**src/rtl/link_frame_arbiter.sv**
```systemverilog
// Round-robin sequencer for the 4-bit strobed master/slave checksum link.
// Sends a 16-bit payload as 4 nibbles plus an XOR checksum, then retries on NACK or timeout.
module link_frame_arbiter #(
  parameter int BAUD_DIV     = 5,
  parameter int MAX_RETRY    = 2,
  parameter int RESP_TIMEOUT = 16
) (
  input  logic        clk,
  input  logic        rst,
  input  logic        m_req,
  input  logic [15:0] m_payload,
  output logic        m_grant,
  output logic        m_done,
  output logic        m_err,
  input  logic        s_req,
  input  logic [15:0] s_payload,
  output logic        s_grant,
  output logic        s_done,
  output logic        s_err,
  output logic        link_dir,
  output logic        link_strobe,
  output logic [3:0]  link_data,
  input  logic        link_chk_vld,
  input  logic        link_chk_ok,
  output logic        busy
);

  localparam int BW = (BAUD_DIV > 2) ? $clog2(BAUD_DIV) : 1;
  localparam int RW = (MAX_RETRY > 0) ? $clog2(MAX_RETRY + 1) : 1;
  localparam int TW = (RESP_TIMEOUT > 1) ? $clog2(RESP_TIMEOUT) : 1;
  localparam logic [BW-1:0] BAUD_LAST = BW'(BAUD_DIV - 1);
  localparam logic [RW-1:0] RETRY_MAX = RW'(MAX_RETRY);
  localparam logic [TW-1:0] TMO_LAST  = TW'(RESP_TIMEOUT - 1);

  typedef enum logic [1:0] {ST_IDLE, ST_SEND, ST_CHK, ST_WAIT} state_t;

  state_t          r_state, w_state;
  logic [BW-1:0]   r_baud;
  logic [15:0]     r_frame, w_frame;
  logic [1:0]      r_idx, w_idx;
  logic [RW-1:0]   r_retry, w_retry;
  logic [TW-1:0]   r_tmo, w_tmo;
  logic            r_own_m, w_own_m;
  logic            r_last_m, w_last_m;
  logic            r_m_grant, w_m_grant, r_s_grant, w_s_grant;
  logic            r_m_done, w_m_done, r_m_err, w_m_err;
  logic            r_s_done, w_s_done, r_s_err, w_s_err;
  logic            r_dir, w_dir;
  logic            r_strobe, w_strobe;
  logic [3:0]      r_data, w_data;
  logic            w_tick;
  logic [3:0]      w_nib;
  logic [3:0]      w_chk;

  assign w_tick = (r_baud == BAUD_LAST);
  assign w_chk  = r_frame[3:0] ^ r_frame[7:4] ^ r_frame[11:8] ^ r_frame[15:12];

  always_comb begin
    w_nib = r_frame[3:0];
    case (r_idx)
      2'd1:    w_nib = r_frame[7:4];
      2'd2:    w_nib = r_frame[11:8];
      2'd3:    w_nib = r_frame[15:12];
      default: w_nib = r_frame[3:0];
    endcase
  end

  always_comb begin
    w_state   = r_state;
    w_frame   = r_frame;
    w_idx     = r_idx;
    w_retry   = r_retry;
    w_tmo     = r_tmo;
    w_own_m   = r_own_m;
    w_last_m  = r_last_m;
    w_m_grant = r_m_grant;
    w_s_grant = r_s_grant;
    w_m_done  = 1'b0;
    w_m_err   = 1'b0;
    w_s_done  = 1'b0;
    w_s_err   = 1'b0;
    w_dir     = r_dir;
    w_strobe  = 1'b0;
    w_data    = r_data;
    case (r_state)
      ST_IDLE: begin
        if (w_tick && (m_req || s_req)) begin
          // r_last_m resets to 0 (slave served last), so master wins the first tie
          w_own_m   = m_req && (!s_req || !r_last_m);
          w_frame   = w_own_m ? m_payload : s_payload;
          w_idx     = '0;
          w_retry   = '0;
          w_dir     = w_own_m;
          w_m_grant = w_own_m;
          w_s_grant = !w_own_m;
          w_state   = ST_SEND;
        end
      end
      ST_SEND: begin
        if (w_tick) begin
          w_data   = w_nib;
          w_strobe = 1'b1;
          w_idx    = r_idx + 2'd1;
          if (r_idx == 2'd3) w_state = ST_CHK;
        end
      end
      ST_CHK: begin
        if (w_tick) begin
          w_data   = w_chk;
          w_strobe = 1'b1;
          w_tmo    = '0;
          w_state  = ST_WAIT;
        end
      end
      ST_WAIT: begin
        // an explicit verdict takes priority over a timeout expiring in the same cycle
        if (link_chk_vld && link_chk_ok) begin
          w_m_done  = r_own_m;
          w_s_done  = !r_own_m;
          w_m_grant = 1'b0;
          w_s_grant = 1'b0;
          w_last_m  = r_own_m;
          w_state   = ST_IDLE;
        end else if (link_chk_vld || (r_tmo == TMO_LAST)) begin
          if (r_retry < RETRY_MAX) begin
            w_retry = r_retry + 1'b1;
            w_idx   = '0;
            w_state = ST_SEND;
          end else begin
            w_m_err   = r_own_m;
            w_s_err   = !r_own_m;
            w_m_grant = 1'b0;
            w_s_grant = 1'b0;
            w_last_m  = r_own_m;
            w_state   = ST_IDLE;
          end
        end else begin
          w_tmo = r_tmo + 1'b1;
        end
      end
      default: w_state = ST_IDLE;
    endcase
  end

  always_ff @(posedge clk or posedge rst) begin
    if (rst) begin
      r_state   <= ST_IDLE;
      r_baud    <= '0;
      r_frame   <= '0;
      r_idx     <= '0;
      r_retry   <= '0;
      r_tmo     <= '0;
      r_own_m   <= 1'b0;
      r_last_m  <= 1'b0;
      r_m_grant <= 1'b0;
      r_s_grant <= 1'b0;
      r_m_done  <= 1'b0;
      r_m_err   <= 1'b0;
      r_s_done  <= 1'b0;
      r_s_err   <= 1'b0;
      r_dir     <= 1'b0;
      r_strobe  <= 1'b0;
      r_data    <= '0;
    end else begin
      r_state   <= w_state;
      r_baud    <= w_tick ? '0 : r_baud + 1'b1;
      r_frame   <= w_frame;
      r_idx     <= w_idx;
      r_retry   <= w_retry;
      r_tmo     <= w_tmo;
      r_own_m   <= w_own_m;
      r_last_m  <= w_last_m;
      r_m_grant <= w_m_grant;
      r_s_grant <= w_s_grant;
      r_m_done  <= w_m_done;
      r_m_err   <= w_m_err;
      r_s_done  <= w_s_done;
      r_s_err   <= w_s_err;
      r_dir     <= w_dir;
      r_strobe  <= w_strobe;
      r_data    <= w_data;
    end
  end

  assign m_grant     = r_m_grant;
  assign s_grant     = r_s_grant;
  assign m_done      = r_m_done;
  assign m_err       = r_m_err;
  assign s_done      = r_s_done;
  assign s_err       = r_s_err;
  assign link_dir    = r_dir;
  assign link_strobe = r_strobe;
  assign link_data   = r_data;
  assign busy        = (r_state != ST_IDLE);

endmodule

```
**config.mk**
```make
export PLATFORM = sky130hd
export DESIGN_NAME = link_frame_arbiter
export DESIGN_NICKNAME = d
export VERILOG_FILES = /design/src/rtl/link_frame_arbiter.sv
export SDC_FILE = /design/constraint.sdc
export NUM_CORES = 1
export LEC_CHECK = 0
export CAP_MARGIN = 20
export CORE_MARGIN = 3
export CORE_UTILIZATION = 54
export CTS_CLUSTER_SIZE = 24
export DETAILED_ROUTE_END_ITERATION = 7
export PLACE_DENSITY = 0.85
export SLEW_MARGIN = 30
export SYNTH_ARGS = -nofsm -noshare
export SYNTH_HDL_FRONTEND = slang
export SYNTH_SLANG_ARGS = --single-unit
```
**constraint.sdc**
```tcl
create_clock -name clk -period 4.15 [get_ports clk]
set_input_delay 0.6225 -clock clk [delete_from_list [all_inputs] [get_ports clk]]
set_output_delay 0.6225 -clock clk [all_outputs]
set_load 0.03 [all_outputs]
```
Word-level counts from Yosys, hierarchy flattened
Index checks and enable logic that the tools add are counted.
{"block": "totals", "reg_bits": 42, "inputBits": 38, "output_inout_bits": 13, "word_cells": 121}
{"block": "op_classes", "add_sub_neg": 4, "order_cmp": 1, "n_eq_ne": 19, "mux": 52, "n_bitwise": 3, "n_reduce_logical": 26}
{"op": "two-way mux 2 bit", "n": 14}
{"op": "two-way mux 1 bit", "n": 23}
{"op": "two-way mux 4 bit", "n": 5}
{"op": "inequality test 2 bit (second input constant)", "n": 9}
{"op": "two-way mux 16 bit", "n": 1}
{"op": "one-hot mux 4 bit (2 select lines)", "n": 2}
{"op": "one-hot mux 4 bit (3 select lines)", "n": 1}
{"op": "bitwise XOR 4 bit", "n": 3}
{"op": "AND reduction 5 bit", "n": 2}
{"op": "nonzero test 2 bit", "n": 5}
{"op": "== test 2 bit (second input constant)", "n": 4}
{"op": "one-hot mux 2 bit (4 select lines)", "n": 1}
{"op": "AND reduction 4 bit", "n": 2}
{"op": "inequality test 3 bit (second input constant)", "n": 2}
{"op": "one-hot mux 2 bit (3 select lines)", "n": 1}
{"op": "AND reduction 3 bit", "n": 2}
{"op": "AND reduction 6 bit", "n": 1}
{"op": "adder 2 x 1 -> 2 bit (second input constant)", "n": 2}
{"op": "adder 4 x 1 -> 4 bit (second input constant)", "n": 1}
{"op": "== test 2 x 1 -> 1 bit (second input constant)", "n": 2}
{"op": "== test 4 bit (second input constant)", "n": 1}
{"op": "zero test 1 bit", "n": 4}
{"op": "one-hot mux 1 bit (2 select lines)", "n": 2}
{"op": "one-hot mux 2 bit (2 select lines)", "n": 1}
{"op": "10 further kinds", "n": 14}

Longest topological paths before layout
{"block": "depth", "depth_word": 6, "mapped_depth": 8, "ltp_nobuf": 6}

Worst setup path before layout
OpenSTA, ideal clock, no wires.
{"block": "synth_timing", "path_type": "reg2reg", "start": "register r_state[0]", "end": "register r_frame[0]", "setup_time_ns": 0.135, "t_arrival_ns": 1.695, "required_ns": 4.015, "setup_slack_ns": 2.320, "stages_incl_launch_ff": 9, "path_buffers": 2, "period_less_slack_ns": 1.830, "cell_sequence": "dfrtp_1 inv_1 ha_1 inv_1 or2_2 clkbuf_1 clkbuf_1 nand2_1 o21ai_0"}
{"block": "synth_between", "elab_chain_cells": 2}
{"item": "start, declared", "line_no": "37", "text": "state_t r_state, w_state;"}
{"item": "start signal, assigned", "line_no": "165", "text": "r_state <= w_state;"}
{"item": "zero test 2 bit", "line_no": "85", "text": "case (r_state)"}
{"item": "AND reduction 2 bit (no source line)"}
{"item": "end signal, assigned", "line_no": "167", "text": "r_frame <= w_frame;"}
{"item": "end, declared", "line_no": "39", "text": "logic [15:0] r_frame, w_frame;"}
No other way between the ends.
A chain may end at the register's enable or synchronous reset.

Final worst setup path
{"block": "layout_timing", "start": "register r_state[1]", "end": "output busy"}
{"block": "layout_between", "elab_chain_cells": 1}
{"item": "nonzero test 2 bit", "line_no": "194", "text": "assign busy = (r_state != ST_IDLE);"}
{"item": "end, declared", "line_no": "25", "text": "output logic busy"}
No other way between the ends.

==> impl_metrics.tcl <==
set metrics [dict create \
    status "complete, no violations" \
    avgViaCountPerCell 5.59 \
    core.rowCount 23 \
    clock-sinks 42 \
    clock_latency_ps 300 \
    design_area_sq_um 2920 \
    fin_crit_ps 2480 \
    setup_viol 0 \
    fillerInstances 297 \
    worstPathRequired_ps 3530 \
    nets 326 \
    rsz0062_at_grt "false" \
    p_leak_uw 0.00130 \
    initial_core_util 0.567 \
    wl_microns 4890 \
    setup_tns_ps 0 \
    p_per_area_nw_per_um2 661 \
    grt_pass1_vias 1732 \
    seqCellArea_sq_um 1050 \
    grt_start_max_net_pins 43 \
    ys.warnings.count 0 \
    fmax_ghz 0.404 \
    die_area_sq_um 5040 \
    ys_seq_area_frac 0.460 \
    peakVddDrop_mv 0.391 \
    ios 51 \
    drt_iter0_drc 202 \
    yosysUniqueCellTypes 41 \
    die_h_microns 71.0 \
    wl_per_cell_microns 14.9 \
    hold_buffers 0 \
    root_buffer "clkbuf_8" \
    fin_crit_sh 0.597 \
    grt_use_total 0.209 \
    cts_tree "built" \
    die_w_microns 71.0 \
    cts.htree.levels 2 \
    vias 1835 \
    final_max_slew_viol_count 0 \
    hpwlAfterDp_microns 3430 \
    async_reset_ff_frac 1.00 \
    final_util 0.724 \
    syn_nets 276 \
    synth_top_area_cell "dfrtp_1" \
    antenna_found_initial 0 \
    gr-total-overflow 0 \
    tightest_slew_ps 535 \
    crit_path_start_kind "flop" \
    path_max_fanout 5 \
    multi_input_area_sq_um 1150 \
    holdWs_ps 458 \
    route.detailed.drc 0 \
    path_clk_slew_ps 80 \
    antennaDiodeCount 0 \
    grt_first_pass_wirelength_microns 8330 \
    cts_setup_buffers 0 \
    synth_edf_count 0 \
    io_buffer_count 50 \
    report.power.total_uw 1930 \
    post_cts_resized 0 \
    synth_area_leaders "dfrtp_1, mux2i_1, ha_1, o21ai_0, nand2_1" \
    hold_class "reg2reg" \
    finClkSkew_ps 7.53 \
    synth_ff_type "dfrtp_1" \
    drive_above_1_share 0.0647 \
    criticalPathCategory "reg2out" \
    worstPathArrival_ps 1850 \
    ant_nets 0 \
    first_pass_iters 5 \
    slew_headroom 0.643 \
    cts_buffer_depth 2 \
    synth_top_area_frac 0.460 \
    avgSynthCellArea_sq_um 10.1 \
    syn_inst 227 \
    ys_seq_elements 42 \
    drv_cap 0 \
    cts_made_buffers 5 \
    placed_cell_area_sq_um 2820 \
    netlist_area_sq_um 2280 \
    areaGrowthSynthToFinish_pct 27.7 \
    hold_viol_final 0 \
    core_sq_um 4030 \
    end_kind "output pin" \
    gp_congestion 0.795 \
]
sequential cells by signal (all words and copies together), names as in the netlist:
| name | count |
|---|---|
| r_last_m | 1 |
| r_state | 2 |
| s_done | 1 |
| m_err | 1 |
| r_tmo | 4 |
| link_strobe | 1 |
| m_done | 1 |
| m_grant | 1 |
| s_grant | 1 |
| r_idx | 2 |
| r_frame | 16 |
| r_baud | 3 |
| link_dir | 1 |
| s_err | 1 |
| link_data | 4 |
| r_retry | 2 |
cell type report:
type | instances | share of cell area
tap | 50 | 0.0215
clock inverter | 1 | 0.00172
sequential | 42 | 0.361
inverter | 12 | 0.0155
multi-input combinational | 164 | 0.394
timing repair buffer | 52 | 0.177
clock buffer | 7 | 0.0296
cells in the final DEF (no fill, tap or decap), types with 2 or more instances in the layout:
cell type and instances:
inv_1 12, xor2_1 4, clkbuf_8 6, nand2_1 26, o2bb2ai_1 3, clkdlybuf4s50_1 50, o21ai_0 26, a21oi_1 12
nor4_1 2, nand3_1 3, buf_4 2, or2_2 2, mux2_2 2, ha_1 11, nor2_1 10, nor3_1 2
dfrtp_1 42, a222oi_1 4, and3_1 2, a31oi_1 2, o211ai_1 2, mux2i_1 24, xnor2_1 8
final timing paths:
| check | from | to | slack, ps | depth (start not counted) |
|---|---|---|---|---|
| max | r_state[1] | busy | 1670 | 4 |
| min | r_baud[0] | r_baud[0] | 460 | 1 |
| max reg2reg | r_baud[0] | m_grant | 2130 | 6 |
| min reg2reg | r_baud[0] | r_baud[0] | 460 | 1 |
| max in group asynchronous | rst | r_frame[1] | 3030 | 3 |
| min in group asynchronous | rst | m_err | 750 | 3 |
stage by stage:
stage,setup WS [ps],instances
6_report,1670,328
5_1_grt,1600,328
4_1_cts,1670,328
3_5_place_dp,1750,320
3_3_place_gp,1810,320
2_1_floorplan,2320,227
critical path, cell delays in order, from the launching register on:
cell and delay (ps):
dfrtp_1 420, inv_1 80, ha_1 250, inv_1 120, clkdlybuf4s50_1 680
routing by layer:
metal / wire [microns] / GRT usage / vias to the layer above
met5: 0 / 0 / -
met4: 65 / 0.0689 / 0
met3: 268 / 0.0526 / 6
met2: 2350 / 0.329 / 58
met1: 2210 / 0.284 / 865
li1: - / - / 906
cell usage after synthesis (2+ instances only):
cell type,n
dfrtp_1,42
nand2_1,26
o21ai_0,26
mux2i_1,24
a21oi_1,12
inv_1,12
ha_1,11
nor2_1,10
xnor2_1,8
clkbuf_1,5
a222oi_1,4
xor2_1,4
buf_2,3
nand3_1,3
o2bb2ai_1,3
a21boi_0,2
a31oi_1,2
and3_1,2
mux2_2,2
nor3_1,2
nor4_1,2
o211ai_1,2
or2_2,2
logic make-up (layout without fill, tap and decap cells):
family                     count (synthesis)  in the layout  share of synthesized area
adders and majority gates                 11             11                     0.0603
and+or+nand+nor                           54             54                      0.110
DFF                                       42             42                      0.460
muxes                                     26             26                      0.115
buffers and inverters                     21             72                     0.0378
xor gates and xnor gates                  12             12                     0.0460
AOI/OAI and AO/OA                         61             61                      0.170
report_power, final:
part | internal (uW) | switching (uW) | total, uW | leakage (uW)
Combinational | 436 | 514 | 950 | 0.000719
Sequential | 563 | 141 | 704 | 0.000535
Clock | 134 | 139 | 274 | 0.0000482
Note: power is estimated with default switching activity, not from simulation.
